## config.mk

```make
export PLATFORM = sky130hd
export DESIGN_NAME = alu_sequencer_flat
export DESIGN_NICKNAME = d
export VERILOG_FILES = /design/src/rtl/alu_sequencer_if.sv /design/src/rtl/alu_sequencer.sv /design/src/flat_wrapper.sv
export SDC_FILE = /design/constraint.sdc
export NUM_CORES = 1
export LEC_CHECK = 0
export CAP_MARGIN = 20
export CELL_PAD_IN_SITES_DETAIL_PLACEMENT = 1
export CELL_PAD_IN_SITES_GLOBAL_PLACEMENT = 2
export CORE_ASPECT_RATIO = 1.5
export CORE_MARGIN = 1.5
export CORE_UTILIZATION = 28
export DETAILED_ROUTE_END_ITERATION = 8
export PLACE_DENSITY = 0.76
export SLEW_MARGIN = 20
export SYNTH_ARGS = -nofsm -noshare
export SYNTH_HDL_FRONTEND = slang
export SYNTH_SLANG_ARGS = --single-unit
```

## constraint.sdc

```tcl
create_clock -name clk -period 1.55 [get_ports clk]
set_input_delay 0.3875 -clock clk [delete_from_list [all_inputs] [get_ports clk]]
set_output_delay 0.3875 -clock clk [all_outputs]
set_load 0.005 [all_outputs]
```

## src/rtl/alu_sequencer_if.sv

```systemverilog
// -----------------------------------------------------------------------------
// alu_sequencer_if
//   Bundles the instruction-loader side, the ALU side and the status outputs
//   of the ALU sequencer.
//   Signals:
//     instr_valid/instruction/operand_a_in/operand_b_in  loader -> sequencer
//     alu_result/alu_flags                               ALU -> sequencer
//     alu_op/alu_a/alu_b/alu_start                       sequencer -> ALU
//     result/flags/result_valid/illegal_op/overrun/busy  sequencer status
//   Modports:
//     slave  : the sequencer itself
//     master : the environment (loader + ALU) driving the sequencer
// -----------------------------------------------------------------------------
interface alu_sequencer_if #(
  parameter int WIDTH = 8
);
  logic             instr_valid;
  logic [3:0]       instruction;
  logic [WIDTH-1:0] operand_a_in;
  logic [WIDTH-1:0] operand_b_in;
  logic [WIDTH-1:0] alu_result;
  logic [3:0]       alu_flags;
  logic [3:0]       alu_op;
  logic [WIDTH-1:0] alu_a;
  logic [WIDTH-1:0] alu_b;
  logic             alu_start;
  logic [WIDTH-1:0] result;
  logic [3:0]       flags;
  logic             result_valid;
  logic             illegal_op;
  logic             overrun;
  logic             busy;

  modport slave (
    input  instr_valid, instruction, operand_a_in, operand_b_in,
    input  alu_result, alu_flags,
    output alu_op, alu_a, alu_b, alu_start,
    output result, flags, result_valid, illegal_op, overrun, busy
  );

  modport master (
    output instr_valid, instruction, operand_a_in, operand_b_in,
    output alu_result, alu_flags,
    input  alu_op, alu_a, alu_b, alu_start,
    input  result, flags, result_valid, illegal_op, overrun, busy
  );
endinterface

```

## src/rtl/alu_sequencer.sv

```systemverilog
// -----------------------------------------------------------------------------
// alu_sequencer
//   Accepts an opcode plus two operands, decodes it, issues it to a
//   fixed-latency ALU, captures the ALU result/flags and pulses completion.
//   One pending slot lets the loader queue the next instruction while the
//   current one is in flight; a further instruction is dropped and flagged
//   with the sticky overrun bit. Opcodes 4'hC..4'hF are rejected.
//   Ports:
//     clk          rising-edge clock
//     reset_all_n  asynchronous active-low reset, clears everything
//     reset_instr  synchronous abort of active and pending work
//     bus          alu_sequencer_if.slave (loader, ALU and status signals)
// -----------------------------------------------------------------------------
module alu_sequencer #(
  parameter int WIDTH       = 8,
  parameter int ALU_LATENCY = 2
) (
  input  logic              clk,
  input  logic              reset_all_n,
  input  logic              reset_instr,
  alu_sequencer_if.slave    bus
);

  typedef enum logic [2:0] {
    IDLE    = 3'd0,
    ISSUE   = 3'd1,
    WAIT    = 3'd2,
    CAPTURE = 3'd3,
    DONE    = 3'd4,
    ERROR   = 3'd5
  } state_t;

  localparam logic [3:0] LAT_M1 = 4'(ALU_LATENCY - 1);

  state_t           state_reg, state_next;
  logic [3:0]       op_reg, op_next;
  logic [WIDTH-1:0] a_reg, a_next;
  logic [WIDTH-1:0] b_reg, b_next;
  logic             pend_full_reg, pend_full_next;
  logic [3:0]       pend_op_reg, pend_op_next;
  logic [WIDTH-1:0] pend_a_reg, pend_a_next;
  logic [WIDTH-1:0] pend_b_reg, pend_b_next;
  logic [3:0]       cnt_reg, cnt_next;
  logic [WIDTH-1:0] result_reg, result_next;
  logic [3:0]       flags_reg, flags_next;
  logic             overrun_reg, overrun_next;
  logic             drain;

  function automatic logic is_legal(input logic [3:0] op);
    return op < 4'hC;
  endfunction

  always_ff @(posedge clk or negedge reset_all_n) begin
    if (!reset_all_n) begin
      state_reg     <= IDLE;
      op_reg        <= '0;
      a_reg         <= '0;
      b_reg         <= '0;
      pend_full_reg <= 1'b0;
      pend_op_reg   <= '0;
      pend_a_reg    <= '0;
      pend_b_reg    <= '0;
      cnt_reg       <= '0;
      result_reg    <= '0;
      flags_reg     <= '0;
      overrun_reg   <= 1'b0;
    end else begin
      state_reg     <= state_next;
      op_reg        <= op_next;
      a_reg         <= a_next;
      b_reg         <= b_next;
      pend_full_reg <= pend_full_next;
      pend_op_reg   <= pend_op_next;
      pend_a_reg    <= pend_a_next;
      pend_b_reg    <= pend_b_next;
      cnt_reg       <= cnt_next;
      result_reg    <= result_next;
      flags_reg     <= flags_next;
      overrun_reg   <= overrun_next;
    end
  end

  always_comb begin
    state_next     = state_reg;
    op_next        = op_reg;
    a_next         = a_reg;
    b_next         = b_reg;
    pend_full_next = pend_full_reg;
    pend_op_next   = pend_op_reg;
    pend_a_next    = pend_a_reg;
    pend_b_next    = pend_b_reg;
    cnt_next       = cnt_reg;
    result_next    = result_reg;
    flags_next     = flags_reg;
    overrun_next   = overrun_reg;
    drain          = 1'b0;

    if (reset_instr) begin
      // Abort wins over everything, including a same-cycle instr_valid.
      state_next     = IDLE;
      pend_full_next = 1'b0;
      cnt_next       = '0;
      overrun_next   = 1'b0;
    end else begin
      case (state_reg)
        IDLE: begin
          // A slot filled during the final DONE/ERROR cycle is drained here
          // so it can never be stranded behind an idle FSM.
          if (pend_full_reg) begin
            drain = 1'b1;
          end else if (bus.instr_valid) begin
            op_next    = bus.instruction;
            a_next     = bus.operand_a_in;
            b_next     = bus.operand_b_in;
            state_next = is_legal(bus.instruction) ? ISSUE : ERROR;
          end
        end
        ISSUE: begin
          cnt_next   = LAT_M1;
          state_next = (ALU_LATENCY == 1) ? CAPTURE : WAIT;
        end
        WAIT: begin
          cnt_next = cnt_reg - 4'd1;
          // The counter reaches 0 on this edge, so CAPTURE lands on T+latency.
          if (cnt_reg == 4'd1) begin
            state_next = CAPTURE;
          end
        end
        CAPTURE: begin
          result_next = bus.alu_result;
          flags_next  = bus.alu_flags;
          state_next  = DONE;
        end
        DONE, ERROR: begin
          if (pend_full_reg) begin
            drain = 1'b1;
          end else begin
            state_next = IDLE;
          end
        end
        default: state_next = IDLE;
      endcase

      if (drain) begin
        op_next        = pend_op_reg;
        a_next         = pend_a_reg;
        b_next         = pend_b_reg;
        pend_full_next = 1'b0;
        state_next     = is_legal(pend_op_reg) ? ISSUE : ERROR;
      end

      // Anything not taken straight into the active registers goes to the
      // pending slot; a slot being drained this edge can be refilled.
      if (bus.instr_valid && !(state_reg == IDLE && !pend_full_reg)) begin
        if (!pend_full_reg || drain) begin
          pend_op_next   = bus.instruction;
          pend_a_next    = bus.operand_a_in;
          pend_b_next    = bus.operand_b_in;
          pend_full_next = 1'b1;
        end else begin
          overrun_next = 1'b1;
        end
      end
    end
  end

  // Strobes are masked by reset_instr so an aborted op leaves no trace.
  assign bus.alu_start    = (state_reg == ISSUE) && !reset_instr;
  assign bus.result_valid = (state_reg == DONE) && !reset_instr;
  assign bus.illegal_op   = (state_reg == ERROR) && !reset_instr;
  assign bus.alu_op       = op_reg;
  assign bus.alu_a        = a_reg;
  assign bus.alu_b        = b_reg;
  assign bus.result       = result_reg;
  assign bus.flags        = flags_reg;
  assign bus.overrun      = overrun_reg;
  assign bus.busy         = (state_reg != IDLE) || pend_full_reg;

endmodule

```

## src/flat_wrapper.sv

```systemverilog
// flat-port wrapper written by rule: the top's interface ports become plain ports
module alu_sequencer_flat 
#(
  parameter int WIDTH       = 8,
  parameter int ALU_LATENCY = 2
)
  (clk, reset_all_n, reset_instr, bus_instr_valid, bus_instruction, bus_operand_a_in, bus_operand_b_in, bus_alu_result, bus_alu_flags, bus_alu_op, bus_alu_a, bus_alu_b, bus_alu_start, bus_result, bus_flags, bus_result_valid, bus_illegal_op, bus_overrun, bus_busy);
  alu_sequencer_if #(.WIDTH(WIDTH)) bus_i ();
  input  logic clk;
  input  logic reset_all_n;
  input  logic reset_instr;
  input wire logic [$bits(bus_i.instr_valid)-1:0] bus_instr_valid;
  input wire logic [$bits(bus_i.instruction)-1:0] bus_instruction;
  input wire logic [$bits(bus_i.operand_a_in)-1:0] bus_operand_a_in;
  input wire logic [$bits(bus_i.operand_b_in)-1:0] bus_operand_b_in;
  input wire logic [$bits(bus_i.alu_result)-1:0] bus_alu_result;
  input wire logic [$bits(bus_i.alu_flags)-1:0] bus_alu_flags;
  output wire logic [$bits(bus_i.alu_op)-1:0] bus_alu_op;
  output wire logic [$bits(bus_i.alu_a)-1:0] bus_alu_a;
  output wire logic [$bits(bus_i.alu_b)-1:0] bus_alu_b;
  output wire logic [$bits(bus_i.alu_start)-1:0] bus_alu_start;
  output wire logic [$bits(bus_i.result)-1:0] bus_result;
  output wire logic [$bits(bus_i.flags)-1:0] bus_flags;
  output wire logic [$bits(bus_i.result_valid)-1:0] bus_result_valid;
  output wire logic [$bits(bus_i.illegal_op)-1:0] bus_illegal_op;
  output wire logic [$bits(bus_i.overrun)-1:0] bus_overrun;
  output wire logic [$bits(bus_i.busy)-1:0] bus_busy;
  assign bus_i.instr_valid = bus_instr_valid;
  assign bus_i.instruction = bus_instruction;
  assign bus_i.operand_a_in = bus_operand_a_in;
  assign bus_i.operand_b_in = bus_operand_b_in;
  assign bus_i.alu_result = bus_alu_result;
  assign bus_i.alu_flags = bus_alu_flags;
  assign bus_alu_op = bus_i.alu_op;
  assign bus_alu_a = bus_i.alu_a;
  assign bus_alu_b = bus_i.alu_b;
  assign bus_alu_start = bus_i.alu_start;
  assign bus_result = bus_i.result;
  assign bus_flags = bus_i.flags;
  assign bus_result_valid = bus_i.result_valid;
  assign bus_illegal_op = bus_i.illegal_op;
  assign bus_overrun = bus_i.overrun;
  assign bus_busy = bus_i.busy;
  alu_sequencer #(.WIDTH(WIDTH), .ALU_LATENCY(ALU_LATENCY)) u_core (.clk(clk), .reset_all_n(reset_all_n), .reset_instr(reset_instr), .bus(bus_i));
endmodule
```

==> run metrics <==
worst slew pin tran 0.431 ns; share of cells above drive strength 1 0.372; CP required 1.75 ns; drt drc 5; Lkg Pwr 2.28 nW; drt wl/cell 17.0 um; H-tree Lvls 3; Post-synth EDFFs 0; CTS root buf clkbuf_16; Yosys cell types 38; initial core utilization 0.291; Post-DRT Antenna Nets 0; count leader, synth dfrtp_1; Final HPWL DP 4930 um; NumNets Final 390; failing checks DRC, setup timing; Critical Path AT 2.04 ns; Slew HR 0.712; antenna cells 0; All-Layer GR Usage 0.157; RR Startpoint u_core.state_reg[1]$_DFFE_PN0P_; Worst Setup End Kind register; Via Count 2209; CP Class register to register; reg-to-reg endpoint u_core.pend_a_reg[6]$_DFFE_PN0P_; IO Port Bufs 72; Reg clk slew, reported paths 0.05 ns; io pins 73; pre-CTS setup slack -0.575 ns; area grow syn2layout 61.3%; Final Worst Setup Slack -0.286 ns; Pre-antenna DRT Iters 6; Pwr Density 1860 nW/um2; Peak supply drop 817 uV; net count after synthesis 269; mean area per synthesized cell 12.3 um2; Worst Setup SP u_core.state_reg[1]$_DFFE_PN0P_; synth warn 0; largest net degree at the start of global routing 62; top cells by count, synth dfrtp_1, nand2_1, o21ai_1; WL final 7970 um; Longest Clk Path Bufs 2; setup violators final 62; Die Width 85.3 um; ranking of synthesized cells by area dfrtp_1, mux2_4, mux2i_1; Final Hold Viols 0; core footprint 9800 um2; startpoint type of the worst setup path register; Final Util 0.469; clock sink count 61; number of buffers created by CTS 9; grt ovf 0; cell taking the most area after synthesis dfrtp_1; vias per cell 4.70; max-slew violations 0; RSZ-0062 raised after global routing yes; FMAX 545 MHz; flop2flop setup slack -0.29 ns; Yosys top cell area share 0.536; global placer's final weighted congestion 0.760; CP Capture Point u_core.pend_a_reg[6]$_DFFE_PN0P_; total power 8.57 mW; depth of the worst register-to-register path 9; predominant post-synthesis flop cell dfrtp_1; vias in the first global route 2452; TritonCTS clock tree done; Async S/R FF share, synth 1.00; CP Max Fanout 3; die height 127 um; die area 10800 um2; Yosys reg bits 61; status finished, violations left; Setup Skew 0.00621 ns; wire length of the first global-routing pass 13000 um; initial antenna violation count 0; sequential area share after synthesis 0.536; Final min period 1.84 ns; synthesized cell area 2850 um2; Starting DRT DRC Count 71; Post-Synthesis Cells 231; final critical-path share of the clock period 1.18; sum of negative setup slack -11.90 ns; Worst Hold Class primary input to async pin; Max Cap Viol 0; row count 44; Worst-Skew Late Latency 0.32 ns
-- cell usage in the layout (no fill, tap or decap), drive strengths merged, types with 2 or more instances in the layout --
cell           synthesis  routed
nand4bb                2       2
nor3                   2       2
nor2                   7       7
ha                     2       2
nor4                   2       2
buf                   11      58
a22oi                  2       2
clkinv                 0       2
a211oi                 2       2
dfrtp                 61      61
nand2b                 5       5
clkdlybuf4s50          0      33
nand2                 27      27
a21oi                  7       7
clkbuf                 4      12
o21ai                 23      23
mux2                  33      33
inv                    5       5
or2                    2       2
dlygate4sd2            0      34
o211ai                 2       2
and3                   2       2
mux2i                 20      20
-- report_power, final --
part / total (mW) / leakage [nW] / switching, mW / internal, mW
Combinational: 3.94 / 1.39 / 1.53 / 2.40
Clock: 1.82 / 0.134 / 0.675 / 1.14
Sequential: 2.81 / 0.755 / 0.480 / 2.33
-- area by class of cell --
class,count,area [um2]
Clock buffer,12,256
Fill cell,1053,5200
Clock inverter,2,10.0
Inverter,5,18.8
Timing Repair Buffer,125,1220
Tap cell,115,144
Multi-Input combinational cell,150,1410
Sequential cell,61,1530
-- worst min-delay path by stage --
stage	startpoint	to	slack [ns]	cells past startpoint
after floorplan	reset_all_n	u_core.bus.alu_a[0]$_DFFE_PN0P_	0.09	0
after global placement	reset_all_n	u_core.pend_b_reg[1]$_DFFE_PN0P_	0.43	2
after detailed placement	reset_all_n	u_core.bus.alu_b[1]$_DFFE_PN0P_	0.43	2
after CTS	reset_all_n	u_core.bus.alu_b[1]$_DFFE_PN0P_	0.08	2
after global routing	reset_all_n	u_core.bus.alu_b[1]$_DFFE_PN0P_	0.09	2
final	reset_all_n	u_core.bus.alu_b[1]$_DFFE_PN0P_	0.07	2
-- layer usage --
layer | up-vias | part of all wire | global-route usage
li1 | 1050 | - | -
met1 | 1107 | 0.40 | 0.187
met2 | 41 | 0.54 | 0.277
met3 | 11 | 0.038 | 0.0345
met4 | 0 | 0.014 | 0.0541
met5 | - | 0 | 0
-- cell families (layout without fill, tap and decap cells) --
| family | count (synthesis) | count (layout) | share of synthesized area |
|---|---|---|---|
| buffers and inverters | 20 | 144 | 0.0431 |
| AO/OA/AOI/OAI | 41 | 41 | 0.0835 |
| adder cells (fa/ha/maj) | 2 | 2 | 0.00879 |
| XOR/XNOR | 1 | 1 | 0.00308 |
| AND/OR/NAND/NOR | 53 | 53 | 0.0984 |
| flip-flops | 61 | 61 | 0.536 |
| multiplexers | 53 | 53 | 0.227 |
-- per-stage QoR --
stage | cells | hold slack, ns | instance area, um2
final | 470 | 0.0674 | 4590
after global routing | 470 | 0.0930 | 4590
after CTS | 463 | 0.0834 | 4470
after detailed placement | 427 | 0.430 | 3870
after global placement | 427 | 0.430 | 3870
after floorplan | 231 | 0.0919 | 2850
-- worst max-delay path, cell delays in order (launching register included) --
cell,delay (ns)
dfrtp_2,0.44
buf_6,0.13
buf_6,0.11
buf_6,0.11
a211oi_2,0.16
buf_4,0.14
o211ai_4,0.09
buf_12,0.14
buf_6,0.11
mux2_4,0.28
-- timing repair --
item	in CTS	in global routing
endpoints found under the setup margin	91	61
gates resized for setup	99	15
pin swaps	8	10
hold buffers	0	0
buffers inserted	21	8
cloned	1	0
Power figures use the tool's default switching activity.
==> edit 1: new RTL, config.mk and constraints unchanged <==
Encoding of `state_t`: now Gray code (3 bits for 6 states).
--- a/src/rtl/alu_sequencer.sv
+++ b/src/rtl/alu_sequencer.sv
@@ -24,8 +24,8 @@
   typedef enum logic [2:0] {
-    IDLE    = 3'd0,
-    ISSUE   = 3'd1,
-    WAIT    = 3'd2,
-    CAPTURE = 3'd3,
-    DONE    = 3'd4,
-    ERROR   = 3'd5
+    IDLE    = 3'b000,
+    ISSUE   = 3'b001,
+    WAIT    = 3'b011,
+    CAPTURE = 3'b010,
+    DONE    = 3'b110,
+    ERROR   = 3'b111
   } state_t;
Behaviour: no difference found for any inputs over 10 cycles, from zero or initial values and one cycle with reset_all_n low; not proved beyond that.
==> edit 1 against the unedited design <==
The run ends with setup timing left. Design area increased by 22%. Routed wire length increased by 49%. Cell count increased by 30%. Clock skew decreased by 0.0012 ns. Synthesized cell count increased by 42%. Critical path depth decreased by 6. Sequential cell count unchanged. Area after synthesis increased by 20%. Fmax decreased by 2.1%. Global-route usage increased by 3.2 points. Worst setup slack got worse by 0.040 ns. Power increased by 30%. Core utilization increased by 0.075 points. First-iteration DRC count increased by 70%. Critical endpoint is now bus_busy.
==> edit 1: results (changes against the unedited design) <==
stage	metric	value	unit	change
setup_path	critical_path_arrival	1.49	ns	-0.55 ns
power_and_ir_drop	p_seq_frac	0.248		-0.080
yosys	ys_top_cells_by_count	61 x dfrtp_1, 32 x mux2_2, 32 x nor2_1		
sta	setup-violations-final	58		-6.5%
power_and_ir_drop	ir_drop	774	uV	-5.2%
placement	io_buffers	72		unchanged
setup_path	crit_path_start	u_core.state_reg[2]		
setup_path	r2r_cells	6		-3
sta	skew	0.00506	ns	-0.00115 ns
yosys	synthTopCellsByArea	dfrtp_1 45%, mux2_2 11%, o41ai_2 8.1%, a211oi_1 4.2%, nand2b_1 4.0%		
setup_path	max_stage_delay	0.40	ns	-0.04 ns
grt	grt.total_usage	0.189		+0.0323
power_and_ir_drop	p_sw_frac	0.370		+0.0562
setup_path	rrSetupSlack	-0.32	ns	-0.03 ns
setup_path	crit_family	simple AND/OR/NAND/NOR gates		
power_and_ir_drop	power.clock.total	0.00223	W	+23%
placement	dp_worst_setup_slack	-0.526	ns	+0.0489 ns
yosys	ys_seq_area_frac	0.449		-0.0875
cells_and_area	fin_cells	612		+30%
route	route.vias.total	3187		+44%
yosys	yosysUniqueCellTypes	35		-7.9%
route	drtIter0Drc	121		+70%
status	violations	setup timing		
sta	setup_tns	-14.71	ns	-2.81 ns
sta	whs	0.0486	ns	-0.0188 ns
route	firstDrtPassIters	4		-2
sta	layout_setup_ws	-0.326	ns	-0.0403 ns
grt	grt_pass1_vias	3556		+45%
yosys	synth_cells	327		+42%
placement	dp_hpwl	7.34	mm	+49%
route	wl	11.9	mm	+49%
status	status	complete, but fails checks		
setup_path	crit_path_top_delay_cell	dfrtp_1		
setup_path	r2r_end	u_core.bus.alu_a[4]		
yosys	synth_edf_count	0		unchanged
grt	grt_pass1_wl	18.9	mm	+45%
power_and_ir_drop	total_power	0.0111	W	+30%
placement	place_area	4660	sq um	+20%
yosys	synth_nets	365		+36%
cells_and_area	drive_above_1_share	0.386		+0.0138
placement	dp.cells	578		+35%
placement	gp_congestion	0.725		-4.6%
setup_path	cp_max_fo	2		-1
power_and_ir_drop	leakagePower	2.44	nW	+7.0%
floorplanning	die_area	12800	sq um	+19%
cells_and_area	layout.nets	492		+26%
cts	h-tree-depth	3		unchanged
setup_path	crit_end	bus_busy		
sta	relSlewSlack	0.714		+0.00200
-- edit 1: area by class of cell --
class	count	area, sq um
fill	1305	6310
multi-input combinational	234	2180
sequential	61	1530
timing repair buffer	146	1350
clock buffer	10	239
tap	153	191
clock inverter	6	86.3
inverter	2	7.51
-- edit 1: cells by family after synthesis --
group                      Yosys count  synth area share
AOI/OAI and AO/OA                   99             0.232
adders and majority gates            2           0.00735
buffers and inverters               32            0.0437
DFF                                 61             0.449
muxes                               34             0.113
and+or+nand+nor                     99             0.156
-- edit 1: routing by layer --
metal / share of wire / routed length (microns) / track usage / vias up
li1: - / - / - / 1458
met5: 0 / 0 / 0 / -
met4: 0.018 / 210 / 0.0694 / 0
met3: 0.021 / 254 / 0.0314 / 14
met1: 0.40 / 4740 / 0.212 / 1664
met2: 0.56 / 6710 / 0.352 / 51
-- edit 1: repair_timing --
item	CTS	global route
endpoints found under the hold margin	0	0
setup endpoints to repair	91	62
buffers inserted	13	7
pin swaps	7	13
gates resized for setup	111	61
gates cloned	1	1
==> edit 2: new RTL, same settings <==
Without the edit above. `WIDTH` is set to 8 in 3 places; all go to 12.
--- a/src/rtl/alu_sequencer_if.sv
+++ b/src/rtl/alu_sequencer_if.sv
@@ -14,3 +14,3 @@
 interface alu_sequencer_if #(
-  parameter int WIDTH = 8
+  parameter int WIDTH = 12
 );
--- a/src/rtl/alu_sequencer.sv
+++ b/src/rtl/alu_sequencer.sv
@@ -14,3 +14,3 @@
 module alu_sequencer #(
-  parameter int WIDTH       = 8,
+  parameter int WIDTH       = 12,
   parameter int ALU_LATENCY = 2
--- a/src/flat_wrapper.sv
+++ b/src/flat_wrapper.sv
@@ -3,3 +3,3 @@
 #(
-  parameter int WIDTH       = 8,
+  parameter int WIDTH       = 12,
   parameter int ALU_LATENCY = 2
Interface: changed (6 resized); port bits go from 73 to 97. The function was not compared with the original's and may differ.
==> edit 2 against the unedited design <==
The run ends with setup timing left. Sequential cell count is 20 higher. Area after synthesis increased by 26%. Synthesized cell count up 26%. Power increased by 39%. Global-route usage is 0.37 points lower. Routed wire length increased by 42%. Worst setup slack improved by 0.16 ns. Design area increased by 32%. Sequential power rose by 38%. Via count is 27% higher. Cell count is 25% higher. Non-clock buffer count rose by 18. Largest power group unchanged.
==> edit 2: results (changes against the unedited design) <==
stage	metric	value	unit	change
yosys	synthTopCellsByArea	dfrtp_1 57%, mux2_2 14%, mux2i_1 7.8%, a21oi_1 5.0%, nor2_1 3.7%		
yosys	ys_top_cells_by_count	81 x dfrtp_1, 44 x mux2_2, 36 x a21oi_1		
setup_path	r2r_end	u_core.pend_b_reg[8]		
yosys	ys_seq_area_frac	0.566		+0.0298
grt	grt.total_usage	0.153		-0.00366
grt	grt_use_met3	0.0279		-0.00662
grt	grt_pass1_wl	15.4	mm	+18%
yosys	yosysUniqueCellTypes	35		-7.9%
sta	whs	0.493	ns	+0.426 ns
placement	place_area	4930	sq um	+28%
grt	grt_max_degree	35		-44%
grt	met2_usage	0.271		-0.00594
status	violations	setup timing		
yosys	synth_cells	290		+26%
setup_path	critical_path_arrival	1.90	ns	-0.14 ns
cts	cts-root-buf	clkbuf_16		
yosys	synth_nets	340		+26%
cells_and_area	drive_above_1_share	0.413		+0.0412
power_and_ir_drop	leakagePower	2.78	nW	+22%
sta	setup_tns	-6.22	ns	+5.68 ns
cells_and_area	layout.nets	477		+22%
route	route.vias.total	2805		+27%
cts	clk_latency	0.34	ns	+0.02 ns
placement	dp_hpwl	6.43	mm	+30%
placement	dp.cells	548		+28%
placement	io_buffers	96		+33%
sta	layout_setup_ws	-0.125	ns	+0.160 ns
power_and_ir_drop	ir_drop	728	uV	-11%
sta	relSlewSlack	0.788		+0.0764
setup_path	r2r_cells	6		-3
status	status	complete, but fails checks		
route	drtIter0Drc	39		-45%
sta	skew	0.00822	ns	+0.00201 ns
route	wl	11.3	mm	+42%
sta	setup-violations-final	75		+21%
setup_path	cp_max_fo	7		+4
grt	grt_pass1_vias	3009		+23%
grt	met1_usage	0.171		-0.0165
placement	gp_congestion	0.748		-1.6%
cells_and_area	fin_cells	587		+25%
## edit 2: how the worst max path moves through the flow
stage	start	end	slack, ns	cells after the start
finish	u_core.state_reg[1]	u_core.pend_b_reg[8]	-0.13	6
detailed placement	reset_instr	bus_result_valid	-0.57	4
CTS	u_core.state_reg[1]	u_core.pend_b_reg[3]	-0.16	7
global placement	reset_instr	bus_result_valid	-0.59	4
global route	u_core.state_reg[1]	u_core.bus.alu_a[11]	-0.18	7
floorplan	u_core.state_reg[2]	u_core.pend_a_reg[10]	-0.04	5
## edit 2: cells by family (layout without fill, tap and decap cells)
| family | Yosys count | in the layout | synth area share |
|---|---|---|---|
| DFF | 81 | 81 | 0.566 |
| muxes | 73 | 73 | 0.220 |
| and+or+nand+nor | 61 | 61 | 0.0831 |
| AOI/OAI and AO/OA | 50 | 50 | 0.0866 |
| buffers and inverters | 22 | 163 | 0.0353 |
| adders and majority gates | 2 | 2 | 0.00698 |
| xor gates and xnor gates | 1 | 1 | 0.00245 |
## edit 2: routing by layer
| metal | wire, microns | vias up |
|---|---|---|
| met5 | 0 | - |
| met2 | 6160 | 63 |
| met4 | 321 | 0 |
| met3 | 410 | 19 |
| li1 | - | 1287 |
| met1 | 4390 | 1436 |
## edit 2: timing repair
| action | CTS | global route |
|---|---|---|
| resized for setup | 72 | 123 |
| pin swaps | 2 | 6 |
| endpoints found under the hold margin | 18 | 0 |
| hold buffers | 1 | 0 |
| setup endpoints to repair | 122 | 77 |
| setup buffers | 9 | 5 |
| gates cloned | 2 | 8 |
## edit 2: layout make-up
type | count | area (sq um)
inverter | 5 | 18.8
timing repair buffer | 143 | 1580
tap | 156 | 195
clock buffer | 10 | 229
clock inverter | 5 | 81.3
sequential | 81 | 2030
fill | 1303 | 6470
multi-input combinational | 187 | 1910
## edit 2: through the flow
step / total power (W) / worst slack, ns
global placement: 0.00793 / -0.590
detailed placement: 0.00813 / -0.570
finish: 0.0119 / -0.125
CTS: 0.0104 / -0.160
floorplan: 0.00584 / -0.0421
global route: 0.0127 / -0.180
## edit 2: power by group
part | switching, W | internal [W] | total [W]
Clock | 0.000883 | 0.00140 | 0.00229
Sequential | 0.000737 | 0.00314 | 0.00388
Combinational | 0.00228 | 0.00350 | 0.00577
